File: src/rtl/apb_timer_slave.sv
// Purpose: APB slave exposing CTRL/LOAD/COUNT/STATUS around a prescaled down-counter with a level irq.
// Latency: every access completes WAIT_STATES cycles after ACCESS entry; irq follows expired by one cycle.
// Backpressure: pready held low for WAIT_STATES ACCESS cycles, high whenever the slave is not selected.
module apb_timer_slave #(
    parameter int WAIT_STATES = 1
) (
    input  logic        pclk,
    input  logic        preset,
    input  logic        psel,
    input  logic        penable,
    input  logic        pwrite,
    input  logic [11:0] paddr,
    input  logic [31:0] pwdata,
    output logic [31:0] prdata,
    output logic        pready,
    output logic        pslverr,
    output logic        irq
);

    localparam logic [2:0] WAIT_INIT  = 3'(WAIT_STATES);
    localparam logic [7:0] OFF_CTRL   = 8'h00;
    localparam logic [7:0] OFF_LOAD   = 8'h04;
    localparam logic [7:0] OFF_COUNT  = 8'h08;
    localparam logic [7:0] OFF_STATUS = 8'h0C;

    logic [2:0]  wait_cnt;
    logic [7:0]  offset;
    logic        setup_ph;
    logic        access_ph;
    logic        xfer_done;
    logic        off_ok;
    logic        wr_ctrl;
    logic        wr_load;
    logic        wr_status;
    logic [31:0] rd_val;

    logic        ctrl_en;
    logic        ctrl_auto_reload;
    logic        ctrl_irq_en;
    logic [7:0]  ctrl_prescale;
    logic [7:0]  presc_cnt;
    logic [31:0] load_val;
    logic [31:0] count_val;
    logic        expired;
    logic        tick;
    logic        expire;

    // Upper address bits are deliberately not decoded; registers alias every 256 bytes.
    logic        unused_paddr;
    assign unused_paddr = ^paddr[11:8];

    assign offset    = paddr[7:0];
    assign setup_ph  = psel & ~penable;
    assign access_ph = psel & penable;
    // A transfer never completes under reset, so an in-flight write is dropped.
    assign xfer_done = access_ph & (wait_cnt == 3'd0) & ~preset;

    assign wr_ctrl   = xfer_done & pwrite & (offset == OFF_CTRL);
    assign wr_load   = xfer_done & pwrite & (offset == OFF_LOAD);
    assign wr_status = xfer_done & pwrite & (offset == OFF_STATUS);

    assign tick   = ctrl_en & (presc_cnt == ctrl_prescale);
    assign expire = tick & (count_val == 32'd0);

    // Address decode and read mux; COUNT reflects the value before this cycle's tick.
    always_comb begin
        rd_val = 32'h0;
        off_ok = 1'b1;
        case (offset)
            OFF_CTRL:   rd_val = {16'h0, ctrl_prescale, 5'h0, ctrl_irq_en, ctrl_auto_reload, ctrl_en};
            OFF_LOAD:   rd_val = load_val;
            OFF_COUNT:  rd_val = count_val;
            OFF_STATUS: rd_val = {31'h0, expired};
            default:    off_ok = 1'b0;
        endcase
    end

    // Bus outputs: idle-safe defaults, data and error only in the completion cycle.
    always_comb begin
        pready  = 1'b1;
        pslverr = 1'b0;
        prdata  = 32'h0;
        if (!preset) begin
            if (access_ph) begin
                pready = (wait_cnt == 3'd0);
            end
            if (xfer_done) begin
                pslverr = ~off_ok;
                if (!pwrite && off_ok) begin
                    prdata = rd_val;
                end
            end
        end
    end

    // Wait-state counter: armed in SETUP, counts down through ACCESS; holds if psel drops.
    always_ff @(posedge pclk) begin
        if (preset) begin
            wait_cnt <= 3'd0;
        end else if (setup_ph) begin
            wait_cnt <= WAIT_INIT;
        end else if (access_ph && wait_cnt != 3'd0) begin
            wait_cnt <= wait_cnt - 3'd1;
        end
    end

    // Control register; a one-shot expiry turns the timer off unless software rewrites CTRL.
    always_ff @(posedge pclk) begin
        if (preset) begin
            ctrl_en          <= 1'b0;
            ctrl_auto_reload <= 1'b0;
            ctrl_irq_en      <= 1'b0;
            ctrl_prescale    <= 8'h0;
        end else if (wr_ctrl) begin
            ctrl_en          <= pwdata[0];
            ctrl_auto_reload <= pwdata[1];
            ctrl_irq_en      <= pwdata[2];
            ctrl_prescale    <= pwdata[15:8];
        end else if (expire && !ctrl_auto_reload) begin
            ctrl_en <= 1'b0;
        end
    end

    // Reload value register.
    always_ff @(posedge pclk) begin
        if (preset) begin
            load_val <= 32'h0;
        end else if (wr_load) begin
            load_val <= pwdata;
        end
    end

    // Down-counter; a LOAD write takes priority over the tick update.
    always_ff @(posedge pclk) begin
        if (preset) begin
            count_val <= 32'h0;
        end else if (wr_load) begin
            count_val <= pwdata;
        end else if (tick) begin
            if (count_val != 32'd0) begin
                count_val <= count_val - 32'd1;
            end else if (ctrl_auto_reload) begin
                count_val <= load_val;
            end
        end
    end

    // Prescaler: runs only while enabled, wraps to 0 on each tick, restarts on LOAD.
    always_ff @(posedge pclk) begin
        if (preset) begin
            presc_cnt <= 8'h0;
        end else if (wr_load) begin
            presc_cnt <= 8'h0;
        end else if (ctrl_en) begin
            presc_cnt <= tick ? 8'h0 : presc_cnt + 8'h1;
        end
    end

    // Sticky expiry flag, write-1-to-clear; a coincident expiry keeps it set.
    always_ff @(posedge pclk) begin
        if (preset) begin
            expired <= 1'b0;
        end else if (expire) begin
            expired <= 1'b1;
        end else if (wr_status && pwdata[0]) begin
            expired <= 1'b0;
        end
    end

    // Registered interrupt level.
    always_ff @(posedge pclk) begin
        if (preset) begin
            irq <= 1'b0;
        end else begin
            irq <= expired & ctrl_irq_en;
        end
    end

endmodule

File: config.mk
export PLATFORM = sky130hd
export DESIGN_NAME = apb_timer_slave
export DESIGN_NICKNAME = d
export VERILOG_FILES = /design/src/rtl/apb_timer_slave.sv
export SDC_FILE = /design/constraint.sdc
export NUM_CORES = 1
export LEC_CHECK = 0
export CAP_MARGIN = 20
export CORE_MARGIN = 2
export CORE_UTILIZATION = 59
export CTS_CLUSTER_DIAMETER = 100
export DETAILED_ROUTE_END_ITERATION = 7
export GPL_TIMING_DRIVEN = 0
export PLACE_DENSITY = 0.86
export SLEW_MARGIN = 30
export SYNTH_ARGS = -nofsm -noshare
export SYNTH_HDL_FRONTEND = slang
export SYNTH_SLANG_ARGS = --single-unit
File: constraint.sdc
create_clock -name pclk -period 6.9 [get_ports pclk]
set_clock_uncertainty 0.15 [all_clocks]
set_input_delay 1.035 -clock pclk [delete_from_list [all_inputs] [get_ports pclk]]
set_output_delay 1.035 -clock pclk [all_outputs]
set_load 0.005 [all_outputs]
==> Word level (Yosys, flattened, before mapping) <==
Index checks and enable logic that the tools add are counted.
{ "word_totals": {"word_cells": 72, "latchBits": 0, "reg_bits": 88, "mem_count": 0, "rom_bits": 0, "mem_bits_rw": 0} }
{ "op_classes": {"add_sub_neg": 3, "n_mux": 20, "n_eq_ne": 4, "div": 0, "n_mul": 0, "order_cmp": 0, "reduce_logical": 20, "n_bitwise": 14, "shift": 0} }
{ "ops": {"columns": ["op", "count"], "rows": [
  ["$mux 32", 7],
  ["$pmux 32 s4", 1],
  ["$logic_not 32->1", 1],
  ["$reduce_bool 32->1", 1],
  ["$sub 32x1->32 const B", 1],
  ["$eq 8x4->1 const B", 2],
  ["$and 1x1->1", 11],
  ["$mux 1", 11],
  ["$add 8x1->8 const B", 1],
  ["$eq 8x3->1 const B", 1],
  ["$eq 8x8->1", 1],
  ["$logic_not 8->1", 1],
  ["$mux 8", 1],
  ["$reduce_bool 2->1", 4],
  ["$reduce_bool 3->1", 2],
  ["$logic_and 1x1->1", 4],
  ["$reduce_or 2->1", 2],
  ["$reduce_or 4->1", 1],
  ["$logic_not 3->1", 1],
  ["$not 1->1", 3],
  ["$sub 3x1->3 const B", 1],
  ["$logic_not 1->1", 2],
  ["$reduce_and 2->1", 1]
]} }

==> Depth between registers and ports, before layout <==
Gate-level depths: netlist (run 1).
{ "depth": {"word_depth": 8, "depth_mapped": 10} }

==> Worst setup path after synthesis (run 1) <==
No wires, ideal clock.
{ "synth_timing": {"path_kind": "input -> output", "startpoint": "input paddr[1]", "endpoint": "output prdata[10]", "path_slack_ns": 3.368, "arrival_time_ns": 2.347, "stages": 6, "path_cell_list": "nor4_1 nand2_1 or3_1 clkbuf_1 clkbuf_1 nor2_1"} }
{ "synth_between": {"elab_chain_len": 7, "word_cells_on_any_way": 11} }
{ "synth_lines": {"columns": ["element", "line", "rtl"], "rows": [
  ["start, declared", "12", "input logic [11:0] paddr,"],
  ["$eq 8x3->1 (tied with other cells)", "69", "case (offset)"],
  ["$reduce_or 4->1 (no line)", null, null],
  ["$mux 1", "69", null],
  ["$logic_and 1x1->1", "89", "if (!pwrite && off_ok) begin"],
  ["$mux 32 (*)", "89", null],
  ["$mux 32 (*)", "87", "if (xfer_done) begin"],
  ["$mux 32 (*)", "83", "if (!preset) begin"],
  ["end, declared", "14", "output logic [31:0] prdata,"]
]} }
Every way passes the cells marked *; elsewhere a longest branch is shown, timed or not.

==> Worst setup path after layout (run 1) <==
{ "layout_timing": {"startpoint": "input paddr[1]", "endpoint": "output prdata[18]"} }
The elaborated chain is that of the path after synthesis.

==> metrics.txt, run 1 <==
status finished clean; CTS Sinks 88; P_sw 0.000262 W; Reg power frac 0.538; GP Congestion 1.00; flops & latches, synth 88; Clock Latency Late Sink 380 ps; post-route ant nets 0; EDFF count, synth 0; Clock transition at path regs 100 ps; maximum fanout along the worst path 10; first-pass GRT wire length 31.5 mm; core area 0.00920 mm²; CP Class in -> out; syn nets 778; Worst path max stage delay 560 ps; worst vdd ir 0.105 mV; RSZ-0062 raised after global routing no; critical path capture point type output port; NumNets Final 866; leakage power 2.51 nW; CTS HTree Levels 3; final setup vio count 0; Setup Fix Bufs, Post-CTS 0; die area 0.0102 mm²; Post-CTS Resized 0; Worst Hold Class reg -> reg; Clock power frac 0.385; routed len/inst 22.2 µm; Setup TNS 0 ps; hpwl dp 15.1 mm; Slew @ Worst Pin 966 ps; maxcap violations 0; I/O pins 84; FP Rows 35; final-report hold violation count 0; hold path depth 2; critical path required time 5710 ps; ys flop type dfxtp_1; Final Max Slew Viols 0; total grt overflow 0; CTS tree yes; Async SR Flop Fraction 0; WHS 318 ps; Tmin final 5130 ps; vias in the first global route 5828; DR vias/cell 6.72; PD cells 142 mW/mm²; CP top delay family buffers and inverters; Max-Slew Margin vs Limit 0.350; fraction of layout cells with a size suffix above 1 0.0673; Die Width 101 µm; Area Overhead vs Synth 20.3%; FMAX 195 MHz; WL final 20.6 mm; CTS Buffer Depth 2; syn avg cell area 7.66 µm²; CTS buffer count 9; vias 6238; clk root buf clkbuf_8; worst r2r path cells 8; critical path cell sequence clkdlybuf4s50_1 > nor4_1 > nand2_1 > nor2_1 > clkbuf_1 > a22oi_1 > nor2_1 > clkdlybuf4s50_1; initial antenna violation count 0; Critical Path Start Type input port; cts hold-fix bufs 0; Synth Instances 724; Seq/Total Area, Yosys 0.318; Diodes inserted 0; Detailed Routing Iterations Pass 1 5; Ys Warns 0; GRT Total Usage 0.403; initial detailed-routing violation count 762; Pint 0.000685 W; die height 101 µm; post-route clock period utilization 0.743; largest net degree at the start of global routing 19; CP bufs+invs 3; Slowest cell on crit path nor4_1; sw frac 0.277; Synth cell types 73; number of cells on the critical path 8; initial core utilization 0.603; Syn Std Cell Area 0.00555 mm²; Combinational Power Share 0.078; Worst EP arrival 3940 ps; IO buf count 77; DRC viols 0
[final timing paths]
kind,to,startpoint,slack (ps)
min,irq$_SDFF_PP0_,expired$_SDFFE_PP0P_,320
min reg2reg,irq$_SDFF_PP0_,expired$_SDFFE_PP0P_,320
max,prdata[18],paddr[1],1770
max reg2reg,count_val[17]$_SDFFE_PP0P_,count_val[10]$_SDFFE_PP0P_,2960
[state kept, by name, summed over array words and instances, names as in the netlist]
signal,cells
ctrl_prescale,8
ctrl_irq_en,1
load_val,32
expired,1
ctrl_en,1
irq,1
ctrl_auto_reload,1
count_val,32
wait_cnt,3
presc_cnt,8
[layer usage]
layer / global-route usage / routed length [µm] / part of all wire / up-vias
met1: 0.522 / 8190 / 0.40 / 2904
met5: 0 / 0 / 0 / -
met2: 0.645 / 9250 / 0.45 / 454
met3: 0.0638 / 2150 / 0.10 / 89
met4: 0.210 / 1020 / 0.049 / 0
li1: - / - / - / 2791
[tightest hold or removal path, cell delays in order (launching register included)]
cell and delay (ps):
dfxtp_1 340, nand2_1 60, nor2_1 40
[cells by family (layout without fill, tap and decap cells)]
group                      Yosys count  in the layout  synth area share
xor gates and xnor gates            27             27            0.0426
buffers and inverters               74            167            0.0747
muxes                               35             35            0.0652
AOI/OAI and AO/OA                  181            181             0.219
and+or+nand+nor                    314            314             0.270
adders and majority gates            5              5            0.0113
DFF                                 88             88             0.318
[final cells by class]
cell class,instances,area (µm²)
multi-input combinational,562,3390
fill,717,2520
sequential,88,1760
timing repair buffer,77,771
buffer,61,365
tap,111,139
clock buffer,9,124
clock inverter,7,72.6
inverter,13,48.8
[synthesized netlist by cell type (4+ instances only)]
master	instances	share of area
a211oi_1	15	0.020
a21oi_1	43	0.039
a22o_1	10	0.016
a22oi_1	23	0.031
a31oi_1	9	0.010
a32oi_1	4	0.0063
and3_1	4	0.0045
buf_2	4	0.0036
clkbuf_1	42	0.028
clkbuf_8	8	0.020
dfxtp_1	88	0.32
ha_1	5	0.011
inv_1	13	0.0088
mux2_2	5	0.010
mux2i_1	29	0.052
nand2_1	95	0.064
nand2b_1	8	0.0090
nand3_1	17	0.015
nand4_1	13	0.015
nor2_1	106	0.072
nor3_1	16	0.014
nor3b_1	4	0.0054
nor4_1	13	0.015
o21ai_0	34	0.031
o31ai_1	5	0.0068
or3_1	10	0.011
or4_1	4	0.0054
xnor2_1	16	0.025
xor2_1	11	0.017
[power by group through the flow]
stage,Combinational [W],Clock [W],Sequential (W)
2_1_floorplan,0.0000288,0,0.000521
3_3_place_gp,0.0000692,0,0.000521
3_5_place_dp,0.0000713,0,0.000521
4_1_cts,0.0000717,0.000363,0.000509
5_1_grt,0.0000767,0.000382,0.000510
6_report,0.0000735,0.000365,0.000509
[per-stage QoR]
step / utilization / instances / cell area [µm²] / total power (W) / worst slack [ps]
2_1_floorplan: - / 724 / 5550 / 0.000550 / 3370
3_3_place_gp: 0.702 / 912 / 6460 / 0.000590 / 2000
3_5_place_dp: 0.704 / 912 / 6470 / 0.000592 / 1870
4_1_cts: 0.725 / 928 / 6670 / 0.000944 / 1870
5_1_grt: 0.726 / 928 / 6680 / 0.000968 / 1560
6_report: 0.726 / 928 / 6680 / 0.000948 / 1770
[cell usage in the layout (no fill, tap or decap), types with 4 or more instances in the layout]
| master | Yosys | routed |
|---|---|---|
| o31ai_1 | 5 | 5 |
| nand3_1 | 17 | 17 |
| a211oi_1 | 15 | 15 |
| a32oi_1 | 4 | 4 |
| a22o_1 | 10 | 10 |
| xor2_1 | 11 | 11 |
| nand2b_1 | 8 | 8 |
| nand2_1 | 95 | 95 |
| clkbuf_1 | 42 | 42 |
| a21oi_1 | 43 | 43 |
| and3_1 | 4 | 4 |
| nor3_1 | 16 | 15 |
| inv_1 | 13 | 13 |
| clkbuf_8 | 8 | 17 |
| nor4_2 | 3 | 5 |
| o21ai_0 | 34 | 34 |
| clkdlybuf4s50_1 | 0 | 77 |
| ha_1 | 5 | 5 |
| nor2_1 | 106 | 106 |
| nor4_1 | 13 | 11 |
| mux2i_1 | 29 | 29 |
| xnor2_1 | 16 | 16 |
| dfxtp_1 | 88 | 88 |
| buf_2 | 4 | 4 |
| a22oi_1 | 23 | 23 |
| a31oi_1 | 9 | 9 |
| mux2_2 | 5 | 5 |
| or3_1 | 10 | 10 |
| or4_1 | 4 | 4 |
| nand4_1 | 13 | 13 |
(Power assumes the default switching activity.)
==> run 2: changes to the inputs <==
CORE_UTILIZATION = 55   (was 59)
PLACE_DENSITY = 0.81   (was 0.86)
clock period = 5.2 ns   (was 6.9 ns; I/O delays follow)
==> run 2 against run 1 <==
Clock-buffer cell count is 1 higher. Utilization is 4.1 points lower. Routed wire length hardly changed. Power is 31% higher. Non-clock buffer count stayed put. Final cell count is 2.4% higher. First-iteration DRC count is 11% lower. Critical path depth stayed put. Register-to-register slack worse by 1700 ps. Design area is 0.34% higher. Worst setup slack worse by 1100 ps. Worst hold slack worse by 2.5 ps.
==> metrics.txt, run 2 (synthesized netlist as in run 1, its figures left out) <==
CTS Buffer Depth 2 (unchanged); Setup TNS 0 ps (unchanged); Clock power frac 0.379 (-0.006); HP Start expired$_SDFFE_PP0P_; P_sw 0.000331 W (+26%); critical path capture point type output port; most frequent cells in the layout nor2_1 (106), nand2_1 (95), dfxtp_1 (88), clkdlybuf4s50_1 (77); post-route ant nets 0 (unchanged); initial core utilization 0.568 (-0.0357); PnR worst setup slack 672 ps (-1100 ps); Clock transition at path regs 100 ps (about the same); Combinational Power Share 0.078 (about the same); FMAX 221 MHz; Critical Path Start Type input port; die area 0.0109 mm² (+7.0%); I/O pins 84 (unchanged); post-route clock period utilization 0.871; Tmin final 4530 ps; GP Congestion 0.981 (-2.0%); DR vias/cell 6.49 (-3.4%); Area Overhead vs Synth 20.7%; maxcap violations 0 (unchanged); GRT Total Usage 0.378 (-0.0249); Worst EP arrival 3600 ps (-340 ps); NumNets Final 866 (unchanged); CTS buffer count 9 (unchanged); vias 6166 (-1.2%); Final Max Slew Viols 0 (unchanged); Final Cell Area 0.00670 mm² (+0.34%); clk root buf clkbuf_8; initial detailed-routing violation count 677 (-11%); hold path endpoint irq$_SDFF_PP0_; maximum fanout along the worst path 10 (unchanged); DRC viols 0 (unchanged); total grt overflow 0 (unchanged); critical path required time 4270 ps (-1440 ps); leakage power 2.50 nW (-0.28%); CTS HTree Levels 3 (unchanged); vias in the first global route 6021 (+3.3%); Worst Hold Class reg -> reg; hpwl dp 15.1 mm (-0.63%); Setup Fix Bufs, Post-CTS 0 (unchanged); FF-to-FF End count_val[15]$_SDFFE_PP0P_; CP Class in -> out; status finished clean; IO buf count 77 (unchanged); CTS Sinks 88 (unchanged); RR Startpoint count_val[10]$_SDFFE_PP0P_; RSZ-0062 raised after global routing no; Tot Pwr 0.00124 W (+31%); Detailed Routing Iterations Pass 1 5 (unchanged); commonest non-fill, non-tap cell in the layout nor2_1; WL final 20.6 mm (about the same); worst r2r path cells 8 (unchanged); Post-CTS Resized 0 (unchanged); fraction of layout cells with a size suffix above 1 0.0685 (+0.00122); Die Width 104 µm (+3.4%); initial antenna violation count 0 (unchanged); pre-CTS setup slack 777 ps (-1090 ps); FP Rows 36 (+2.9%); Max-Slew Margin vs Limit 0.303 (-0.0473); biggest regs count_val (32), load_val (32); Diodes inserted 0 (unchanged); worst reg-to-reg setup slack 1220 ps (-1740 ps); Slew @ Worst Pin 1040 ps (+71.1 ps); Clock Latency Late Sink 370 ps (about the same); core area 0.00977 mm² (+6.3%); worst vdd ir 0.142 mV (+36%); CTS tree yes; final setup vio count 0 (unchanged); hold path depth 2 (unchanged); first-pass GRT wire length 32.3 mm (+2.4%); routed len/inst 21.7 µm (-2.4%); Pint 0.000914 W (+33%); sw frac 0.266 (-0.0106); Reg power frac 0.543 (+0.005); dpl cell area 0.00651 mm² (+0.52%); cts hold-fix bufs 0 (unchanged); final-report hold violation count 0 (unchanged); die height 104 µm (+3.4%); PD cells 186 mW/mm² (+31%); largest net degree at the start of global routing 17 (-2)
run 2: critical path: stages:
cell             delay (ps)
clkdlybuf4s50_1         400
nor4_1                  520
nand2_1                 160
nor2_1                  300
clkbuf_1                570
a22oi_1                 210
nor2_1                  140
clkdlybuf4s50_1         520
run 2: power by group through the flow:
stage	Combinational, W	Sequential, W	Clock, W
CTS	0.0000950	0.000676	0.000466
detailed placement	0.0000945	0.000692	0
finish	0.0000969	0.000676	0.000472
global route	0.000103	0.000676	0.000498
floorplan	0.0000382	0.000691	0
global placement	0.0000921	0.000691	0
run 2: metrics by stage:
| stage | hold WS (ps) | utilization | cells |
|---|---|---|---|
| after global routing | 334 | 0.685 | 950 |
| after detailed placement | 300 | 0.666 | 934 |
| after floorplan | 269 | - | 724 |
| after global placement | 295 | 0.663 | 934 |
| final | 316 | 0.685 | 950 |
| after CTS | 315 | 0.685 | 950 |
run 2: how the worst max path moves through the flow:
stage | start | endpoint | slack [ps] | cells past startpoint
after floorplan | paddr[1] | prdata[10] | 2180 | 6
after global routing | paddr[1] | prdata[16] | 550 | 8
after global placement | paddr[1] | prdata[18] | 830 | 8
after detailed placement | paddr[1] | prdata[4] | 780 | 8
after CTS | paddr[1] | prdata[4] | 770 | 8
final | paddr[1] | prdata[18] | 670 | 8
run 2: area by class of cell:
cell class / count / area [µm²]
inverter: 13 / 48.8
fill: 865 / 3080
clock inverter: 6 / 50.0
timing repair buffer: 77 / 771
tap: 133 / 166
clock buffer: 10 / 138
sequential: 88 / 1760
buffer: 61 / 365
multi-input combinational: 562 / 3400
run 2: layer usage:
layer	global-route usage	part of all wire	wire length, µm	up-vias
met5	0	0	0	-
met4	0.201	0.051	1050	0
met3	0.0752	0.11	2270	77
met2	0.604	0.45	9210	412
met1	0.480	0.39	8070	2882
li1	-	-	-	2795
